<file path="src/rtl/gate_id_pkg.sv">
// Shared types and constants for the gate identifier.
// State encoding, gate_id codes and reference truth tables.
package gate_id_pkg;

   typedef enum logic [1:0] {
      IDLE  = 2'd0,
      APPLY = 2'd1,
      DONE  = 2'd2
   } state_t;

   localparam logic [2:0] ID_NOT     = 3'd0;
   localparam logic [2:0] ID_AND     = 3'd1;
   localparam logic [2:0] ID_OR      = 3'd2;
   localparam logic [2:0] ID_NAND    = 3'd3;
   localparam logic [2:0] ID_NOR     = 3'd4;
   localparam logic [2:0] ID_XOR     = 3'd5;
   localparam logic [2:0] ID_XNOR    = 3'd6;
   localparam logic [2:0] ID_UNKNOWN = 3'd7;

   // truth[v] is the response to vector v = {a, b}
   localparam logic [3:0] TT_NOT  = 4'b0011;
   localparam logic [3:0] TT_AND  = 4'b1000;
   localparam logic [3:0] TT_OR   = 4'b1110;
   localparam logic [3:0] TT_NAND = 4'b0111;
   localparam logic [3:0] TT_NOR  = 4'b0001;
   localparam logic [3:0] TT_XOR  = 4'b0110;
   localparam logic [3:0] TT_XNOR = 4'b1001;

endpackage

</file>
<file path="src/rtl/gate_identifier_if.sv">
// Bundle between gate_identifier and its user / gate under test.
// The truth field exists only when GATE_ID_TRUTH_EN is defined.
interface gate_identifier_if;

   logic       start;
   logic       y_in;
   logic       a_out;
   logic       b_out;
   logic       busy;
   logic       done;
   logic [2:0] gate_id;
   logic       match;
`ifdef GATE_ID_TRUTH_EN
   logic [3:0] truth;

   modport slave (
      input  start, y_in,
      output a_out, b_out, busy, done,
      output gate_id, match, truth
   );

   modport master (
      output start, y_in,
      input  a_out, b_out, busy, done,
      input  gate_id, match, truth
   );
`else
   modport slave (
      input  start, y_in,
      output a_out, b_out, busy, done,
      output gate_id, match
   );

   modport master (
      output start, y_in,
      input  a_out, b_out, busy, done,
      input  gate_id, match
   );
`endif

endinterface

</file>
<file path="src/rtl/gate_classifier.sv">
// Combinational decoder from a 4-entry truth table to a gate code.
// Unlisted tables decode to ID_UNKNOWN with match low.
module gate_classifier
   import gate_id_pkg::*;
(
   input  logic [3:0] truth,
   output logic [2:0] gate_id,
   output logic       match
);

   // Map each known truth table onto its function code
   always_comb begin
      gate_id = ID_UNKNOWN;
      case (truth)
         TT_NOT:  gate_id = ID_NOT;
         TT_AND:  gate_id = ID_AND;
         TT_OR:   gate_id = ID_OR;
         TT_NAND: gate_id = ID_NAND;
         TT_NOR:  gate_id = ID_NOR;
         TT_XOR:  gate_id = ID_XOR;
         TT_XNOR: gate_id = ID_XNOR;
         default: gate_id = ID_UNKNOWN;
      endcase
      match = (gate_id != ID_UNKNOWN);
   end

endmodule

</file>
<file path="src/rtl/gate_identifier.sv">
// Sweeps a two-input gate through all vectors and classifies it.
// Define GATE_ID_TRUTH_EN to expose the captured truth table.
module gate_identifier
   import gate_id_pkg::*;
#(
   parameter int SETTLE = 2
) (
   input  logic               clk,
   input  logic               rst,
   gate_identifier_if.slave   bus
);

   localparam logic [7:0] LAST = 8'(SETTLE - 1);

   state_t     state;
   logic [1:0] v;
   logic [7:0] cnt;
   logic [2:0] cap;
   logic [2:0] id_c;
   logic       match_c;

   // Final vector's sample joins the three already captured
   gate_classifier u_cls (
      .truth   ({bus.y_in, cap}),
      .gate_id (id_c),
      .match   (match_c)
   );

   // Sweep FSM with vector/settle counters and result registers
   always_ff @(posedge clk or posedge rst) begin
      if (rst) begin
         state       <= IDLE;
         v           <= 2'd0;
         cnt         <= 8'd0;
         cap         <= 3'd0;
         bus.a_out   <= 1'b0;
         bus.b_out   <= 1'b0;
         bus.busy    <= 1'b0;
         bus.done    <= 1'b0;
         bus.gate_id <= ID_UNKNOWN;
         bus.match   <= 1'b0;
`ifdef GATE_ID_TRUTH_EN
         bus.truth   <= 4'd0;
`endif
      end else begin
         unique case (state)
            IDLE: begin
               bus.done <= 1'b0;
               if (bus.start) begin
                  state     <= APPLY;
                  v         <= 2'd0;
                  cnt       <= 8'd0;
                  bus.busy  <= 1'b1;
                  bus.a_out <= 1'b0;
                  bus.b_out <= 1'b0;
               end
            end
            APPLY: begin
               if (cnt == LAST) begin
                  cnt <= 8'd0;
                  if (v != 2'd3) begin
                     cap <= {bus.y_in, cap[2:1]};
                     v   <= v + 2'd1;
                     {bus.a_out, bus.b_out} <= v + 2'd1;
                  end else begin
                     state       <= DONE;
                     bus.gate_id <= id_c;
                     bus.match   <= match_c;
`ifdef GATE_ID_TRUTH_EN
                     bus.truth   <= {bus.y_in, cap};
`endif
                     bus.busy    <= 1'b0;
                     bus.done    <= 1'b1;
                     bus.a_out   <= 1'b0;
                     bus.b_out   <= 1'b0;
                  end
               end else begin
                  cnt <= cnt + 8'd1;
               end
            end
            DONE: begin
               bus.done <= 1'b0;
               state    <= IDLE;
            end
            default: begin
               state <= IDLE;
            end
         endcase
      end
   end

endmodule
</file>
<file path="src/flat_wrapper.sv">
// flat-port wrapper written by rule: the top's interface ports become plain ports
module gate_identifier_flat import gate_id_pkg::*;
#(
   parameter int SETTLE = 2
)
  (clk, rst, bus_start, bus_y_in, bus_a_out, bus_b_out, bus_busy, bus_done, bus_gate_id, bus_match);
  gate_identifier_if bus_i ();
  input  logic clk;
  input  logic rst;
  input wire logic [$bits(bus_i.start)-1:0] bus_start;
  input wire logic [$bits(bus_i.y_in)-1:0] bus_y_in;
  output wire logic [$bits(bus_i.a_out)-1:0] bus_a_out;
  output wire logic [$bits(bus_i.b_out)-1:0] bus_b_out;
  output wire logic [$bits(bus_i.busy)-1:0] bus_busy;
  output wire logic [$bits(bus_i.done)-1:0] bus_done;
  output wire logic [$bits(bus_i.gate_id)-1:0] bus_gate_id;
  output wire logic [$bits(bus_i.match)-1:0] bus_match;
  assign bus_i.start = bus_start;
  assign bus_i.y_in = bus_y_in;
  assign bus_a_out = bus_i.a_out;
  assign bus_b_out = bus_i.b_out;
  assign bus_busy = bus_i.busy;
  assign bus_done = bus_i.done;
  assign bus_gate_id = bus_i.gate_id;
  assign bus_match = bus_i.match;
  gate_identifier #(.SETTLE(SETTLE)) u_core (.clk(clk), .rst(rst), .bus(bus_i));
endmodule
</file>
<file path="config.mk">
export PLATFORM = sky130hd
export DESIGN_NAME = gate_identifier_flat
export DESIGN_NICKNAME = d
export VERILOG_FILES = /design/src/rtl/gate_id_pkg.sv /design/src/rtl/gate_identifier_if.sv /design/src/rtl/gate_classifier.sv /design/src/rtl/gate_identifier.sv /design/src/flat_wrapper.sv
export SDC_FILE = /design/constraint.sdc
export NUM_CORES = 1
export LEC_CHECK = 0
export ABC_AREA = 0
export BUFFER_PORTS_ARGS = -buffer_cell sky130_fd_sc_hd__buf_4
export CAP_MARGIN = 20
export CORE_UTILIZATION = 35
export DETAILED_ROUTE_END_ITERATION = 7
export GPL_ROUTABILITY_DRIVEN = 0
export GPL_TIMING_DRIVEN = 0
export PLACE_DENSITY_LB_ADDON = 0.1
export SYNTH_ARGS = -nofsm -noshare
export SYNTH_HDL_FRONTEND = slang
export SYNTH_SLANG_ARGS = --single-unit
export TNS_END_PERCENT = 20
</file>
<file path="constraint.sdc">
create_clock -name clk -period 2.85 [get_ports clk]
set_input_delay 0.4275 -clock clk [delete_from_list [all_inputs] [get_ports clk]]
set_output_delay 0.4275 -clock clk [all_outputs]
set_load 0.01 [all_outputs]
</file>
Word-level counts from Yosys, hierarchy flattened
Index checks and enable logic that the tools add are counted.
{ "word_totals": {"ff_bits": 23, "input_bits": 4, "word_cells": 67} }
{ "classes": {"add_sub_neg": 2, "eq_ne": 16, "n_mux": 26, "bitwise_logic": 1, "reduce_logical": 12} }
{ "op_table": {"columns": ["cell", "count"], "rows": [
  ["case mux 3 bit (7 select lines)", 1],
  ["two-way mux 8 bit", 2],
  ["case mux 8 bit (2 select lines)", 1],
  ["AND reduction 3 bit", 5],
  ["equality test 4 bit (second input constant)", 3],
  ["two-way mux 2 bit", 6],
  ["two-way mux 1 bit", 10],
  ["adder 8 x 1 -> 8 bit (second input constant)", 1],
  ["equality test 4 x 3 -> 1 bit (second input constant)", 2],
  ["equality test 8 x 1 -> 1 bit (second input constant)", 1],
  ["case mux 1 bit (2 select lines)", 4],
  ["case mux 2 bit (2 select lines)", 2],
  ["AND reduction 4 bit", 2],
  ["!= test 2 bit (second input constant)", 3],
  ["equality test 4 x 1 -> 1 bit (second input constant)", 1],
  ["equality test 4 x 2 -> 1 bit (second input constant)", 1],
  ["!= test 2 x 1 -> 1 bit (second input constant)", 2],
  ["nonzero test 2 bit", 2],
  ["!= test 3 bit (second input constant)", 1],
  ["adder 2 x 1 -> 2 bit (second input constant)", 1],
  ["equality test 2 x 1 -> 1 bit (second input constant)", 1],
  ["equality test 2 bit (second input constant)", 1],
  ["logical NOT 2 bit", 1],
  ["AND reduction 2 bit", 1],
  ["other kinds (2)", 2]
]} }

Longest topological paths before layout
{ "logic_depth": {"word_depth": 4, "mapped_depth": 7} }

By module
Synthesis repeated with hierarchy kept, for this count alone.
{ "hier_totals": {"hier_cells": 116, "area_unflattened_um2": 1211.2} }
{ "modules_own_cells": {"columns": ["module", "instances", "cells_per_inst", "area_each_um2", "seq_area_each_um2"], "rows": [
  ["gate_identifier", 1, 99, 1089.8, 579.3],
  ["gate_classifier", 1, 17, 121.4, 0.0]
]} }

Least setup slack after synthesis
OpenSTA, ideal clock, no wires.
{ "synth_path": {"path_kind": "register to register", "from": "register u_core.cnt[1]", "to": "register u_core.bus.b_out", "setup_ps": 125, "t_arrival_ps": 1897, "required_time_ps": 2725, "slack_ps": 829, "path_stages_with_launch": 8, "synth_period_minus_slack_ps": 2021, "cell_sequence": "dfrtp_1 > inv_1 > ha_1 > or4b_4 > o21ai_2 > and2_1 > clkbuf_1 > mux2_2"} }
{ "synth_between": {"elab_chain_cells": 3} }
{ "synth_rtl": {"columns": ["item", "line", "text"], "rows": [
  ["start: declaration", "gate_identifier.sv:17", "logic [7:0] cnt;"],
  ["start signal: assignment", "gate_identifier.sv:78", "cnt <= cnt + 8'd1;"],
  ["equality test 8 x 1 -> 1 bit", "gate_identifier.sv:59", "if (cnt == LAST) begin"],
  ["!= test 2 x 1 -> 1 bit (no source line)", null, null],
  ["AND reduction 3 bit (no source line)", null, null],
  ["end signal: assignment", "gate_identifier.sv:64", "{bus.a_out, bus.b_out} <= v + 2'd1;"],
  ["end: declaration", "gate_identifier_if.sv:30", "output a_out, b_out, busy, done,"]
]} }
Every way passes these cells.
A chain may end at the register's enable or synchronous reset.

Worst setup path after layout
Same ends and word-level chain as after synthesis.

==> flow_summary.toml <==
[drt]
vias = 880
first_iter_violations = 43
routed_wl_mm = 2.252
drtPass1Iterations = 4
drt-vias-per-instance = 5.000
wire_per_inst_um = 12.80
detail-route-antenna-nets = 0
drc = 0

[placement]
portBuffers = 10
dpl_cell_area_um2 = 1311
place_ws_ns = 0.6108
post-dp-hpwl_mm = 1.569

[power]
vdd_ir_drop_max_v = 0.0002897
p_per_area_nw_per_um2 = 370.8
cellLeakagePower_nw = 0.5788
p_total_mw = 0.4959

[finish]
fin_area_um2 = 1338
nets = 140
drive_above_1_share_pct = 21.97
syn_to_final_growth_pct = 13.24
n_antenna_cell = 0

[global_routing]
grt_pass1_vias = 766
antenna_found_initial = 0
grt.overflow.total = 0
grt_pass1_wl_mm = 3.739
grt_usage_pct = 14.09
grt_max_degree = 24

[clocking]
cts_tree = "built"
cts_made_buffers = 3
cts_resized = 0
clk_pin_slew_ns = 0.12
root_buffer = "clkbuf_4"
cts_num_sinks = 23
cts_hold_buffers = 0
clock_latency_ns = 0.30
clockBufferDepth = 2
htree_levels = 1
postCtsSetupRepairBufs = 0

[logic_synthesis]
syn-num-nets = 125
synthArstFlopShare_pct = 100.0
yosysTopAreaCellShare_pct = 42.37
seq_area_frac_synth_pct = 49.05
postSynthCellCount = 118
synth_edf_count = 0
synth_warnings = 0
syn_area_per_cell_um2 = 10.01
synth_area_um2 = 1181
yosys.area.top_type = "dfrtp_1"
synth_area_leaders = "dfrtp_1 42%, dfstp_2 6.7%, nand2_1 4.8%"
ys.flop_type = "dfrtp_1"
ys_ff_latch = 23
synth_cell_types = 41

[floorplan]
core_region_area_um2 = 3128
die_w_um = 60.09
dieArea_um2 = 3611
die-height_um = 60.09
row_count = 20
start_util_pct = 37.76
ios = 12

[critical_path]
worst-setup-path-type = "reg2reg"
critPathLaunchType = "register"
critPathMaxFanout = 6
required_ns = 3.06
cp-end-kind = "register"
crit_arrival_ns = 2.46
critPathMaxStageDelay_ns = 0.51
reg2reg_slack_ns = 0.60
cpMaxStageDelayCell = "or4b_4"
cp_cell_sequence = "inv_1 > ha_1 > or4b_4 > o21ai_2 > and2_1 > clkbuf_1 > mux2_2"

[worst_hold_path]
hold_path.class = "in2async"

[timing]
final_hold_viol_count = 0
fin_ws_ns = 0.5959
rsz0062_at_grt = "no"
slew_headroom_pct = 43.05
post-route-period-util_pct = 79.09
setup_tns_ns = 0
fmax_mhz = 443.6
skew_ns = 0.002141
whs_ns = 0.2805
slew_viol_final = 0
setup-violations-final = 0
tightestPinTransition_ns = 0.8533
fin_crit_ns = 2.254

[flow_run]
maxCapViolCount = 0

[run_status]
status = "complete, no violations"
path summary, 6_finish.rpt:
| kind | endpoint | cells past startpoint | from |
|---|---|---|---|
| max in group asynchronous | u_core.cnt[5] | 2 | rst |
| setup / recovery | u_core.bus.b_out | 7 | u_core.cnt[1] |
| setup reg to reg | u_core.bus.b_out | 7 | u_core.cnt[1] |
| hold / removal | u_core.bus.match | 2 | rst |
| hold reg to reg | u_core.bus.gate_id[0] | 2 | u_core.bus.gate_id[0] |
| min in group clk | u_core.bus.busy | 3 | bus_start |
cell families (layout without fill, tap and decap cells):
family | Yosys count | count (layout) | synth area share, %
DFF | 23 | 23 | 49.05
buffers and inverters | 12 | 26 | 4.132
and+or+nand+nor | 42 | 42 | 18.86
adders and majority gates | 3 | 3 | 3.178
AOI/OAI and AO/OA | 30 | 30 | 17.06
muxes | 4 | 4 | 4.767
xor gates and xnor gates | 4 | 4 | 2.966
state kept, by name (all words and copies together) (netlist names):
| register | flops |
|---|---|
| u_core.v | 2 |
| u_core.cnt | 8 |
| u_core.bus.done | 1 |
| u_core.bus.a_out | 1 |
| u_core.cap | 3 |
| u_core.state | 2 |
| u_core.bus.b_out | 1 |
| u_core.bus.busy | 1 |
| u_core.bus.gate_id | 3 |
| u_core.bus.match | 1 |
area by class of cell:
cell class              count  area [um^2]
repair buffers             10        75.07
well taps                  44        55.05
multi-input cells          83        553.0
clock buffers               4        26.28
plain buffers               7        30.03
fillers                   315         1790
inverters                   5        18.77
flip-flops and latches     23        579.3
metal layers:
layer / track usage (%) / share of wire (%) / vias to the layer above
met4: 2.990 / 0.89 / 0
met3: 3.896 / 4.5 / 2
met1: 21.37 / 53 / 414
li1: - / - / 446
met5: 0 / 0 / -
met2: 19.68 / 42 / 18
per-stage QoR:
stage | utilization (%) | cells
5_1_grt | 42.76 | 176
3_3_place_gp | 41.92 | 172
6_report | 42.76 | 176
2_1_floorplan | - | 118
4_1_cts | 42.76 | 176
3_5_place_dp | 41.92 | 172
cell usage in the layout, fill, tap and decap left out, drive strengths merged:
| cell type | n |
|---|---|
| o22ai | 2 |
| a32o | 1 |
| clkbuf | 8 |
| or4 | 2 |
| and4 | 1 |
| a221o | 1 |
| inv | 5 |
| o31ai | 2 |
| nor2 | 6 |
| o21a | 1 |
| nand2b | 3 |
| nand2 | 15 |
| nor2b | 3 |
| mux2 | 4 |
| a21o | 1 |
| and3 | 2 |
| o21ba | 1 |
| a21oi | 5 |
| a21boi | 1 |
| nand4 | 2 |
| and2 | 1 |
| ha | 3 |
| o21ai | 8 |
| or3 | 1 |
| xor2 | 4 |
| o311ai | 1 |
| dfrtp | 20 |
| nand3 | 3 |
| or4b | 1 |
| dfstp | 3 |
| nor3 | 2 |
| a31o | 1 |
| buf | 13 |
| a31oi | 5 |
power breakdown:
group	switching [mW]	internal, mW
combinational	0.0122	0.00608
sequential	0.000142	0.327
clock	0.0957	0.0546
cells in the mapped netlist, types with 4 or more instances:
master / number
dfrtp_1: 20
clkbuf_1: 4
o21ai_0: 4
nor2_1: 6
inv_1: 5
xor2_1: 4
a31oi_1: 5
nand2_1: 15
a21oi_1: 4
critical path, delay by kind of cell, from the launching register on:
family | cells | cell delay [ns]
mux | 1 | 0.37
flops | 1 | 0.43
buf+inv | 2 | 0.33
fa+ha+maj | 1 | 0.14
compound gates | 1 | 0.23
simple gates | 2 | 0.66
Power figures use the tool's default switching activity.
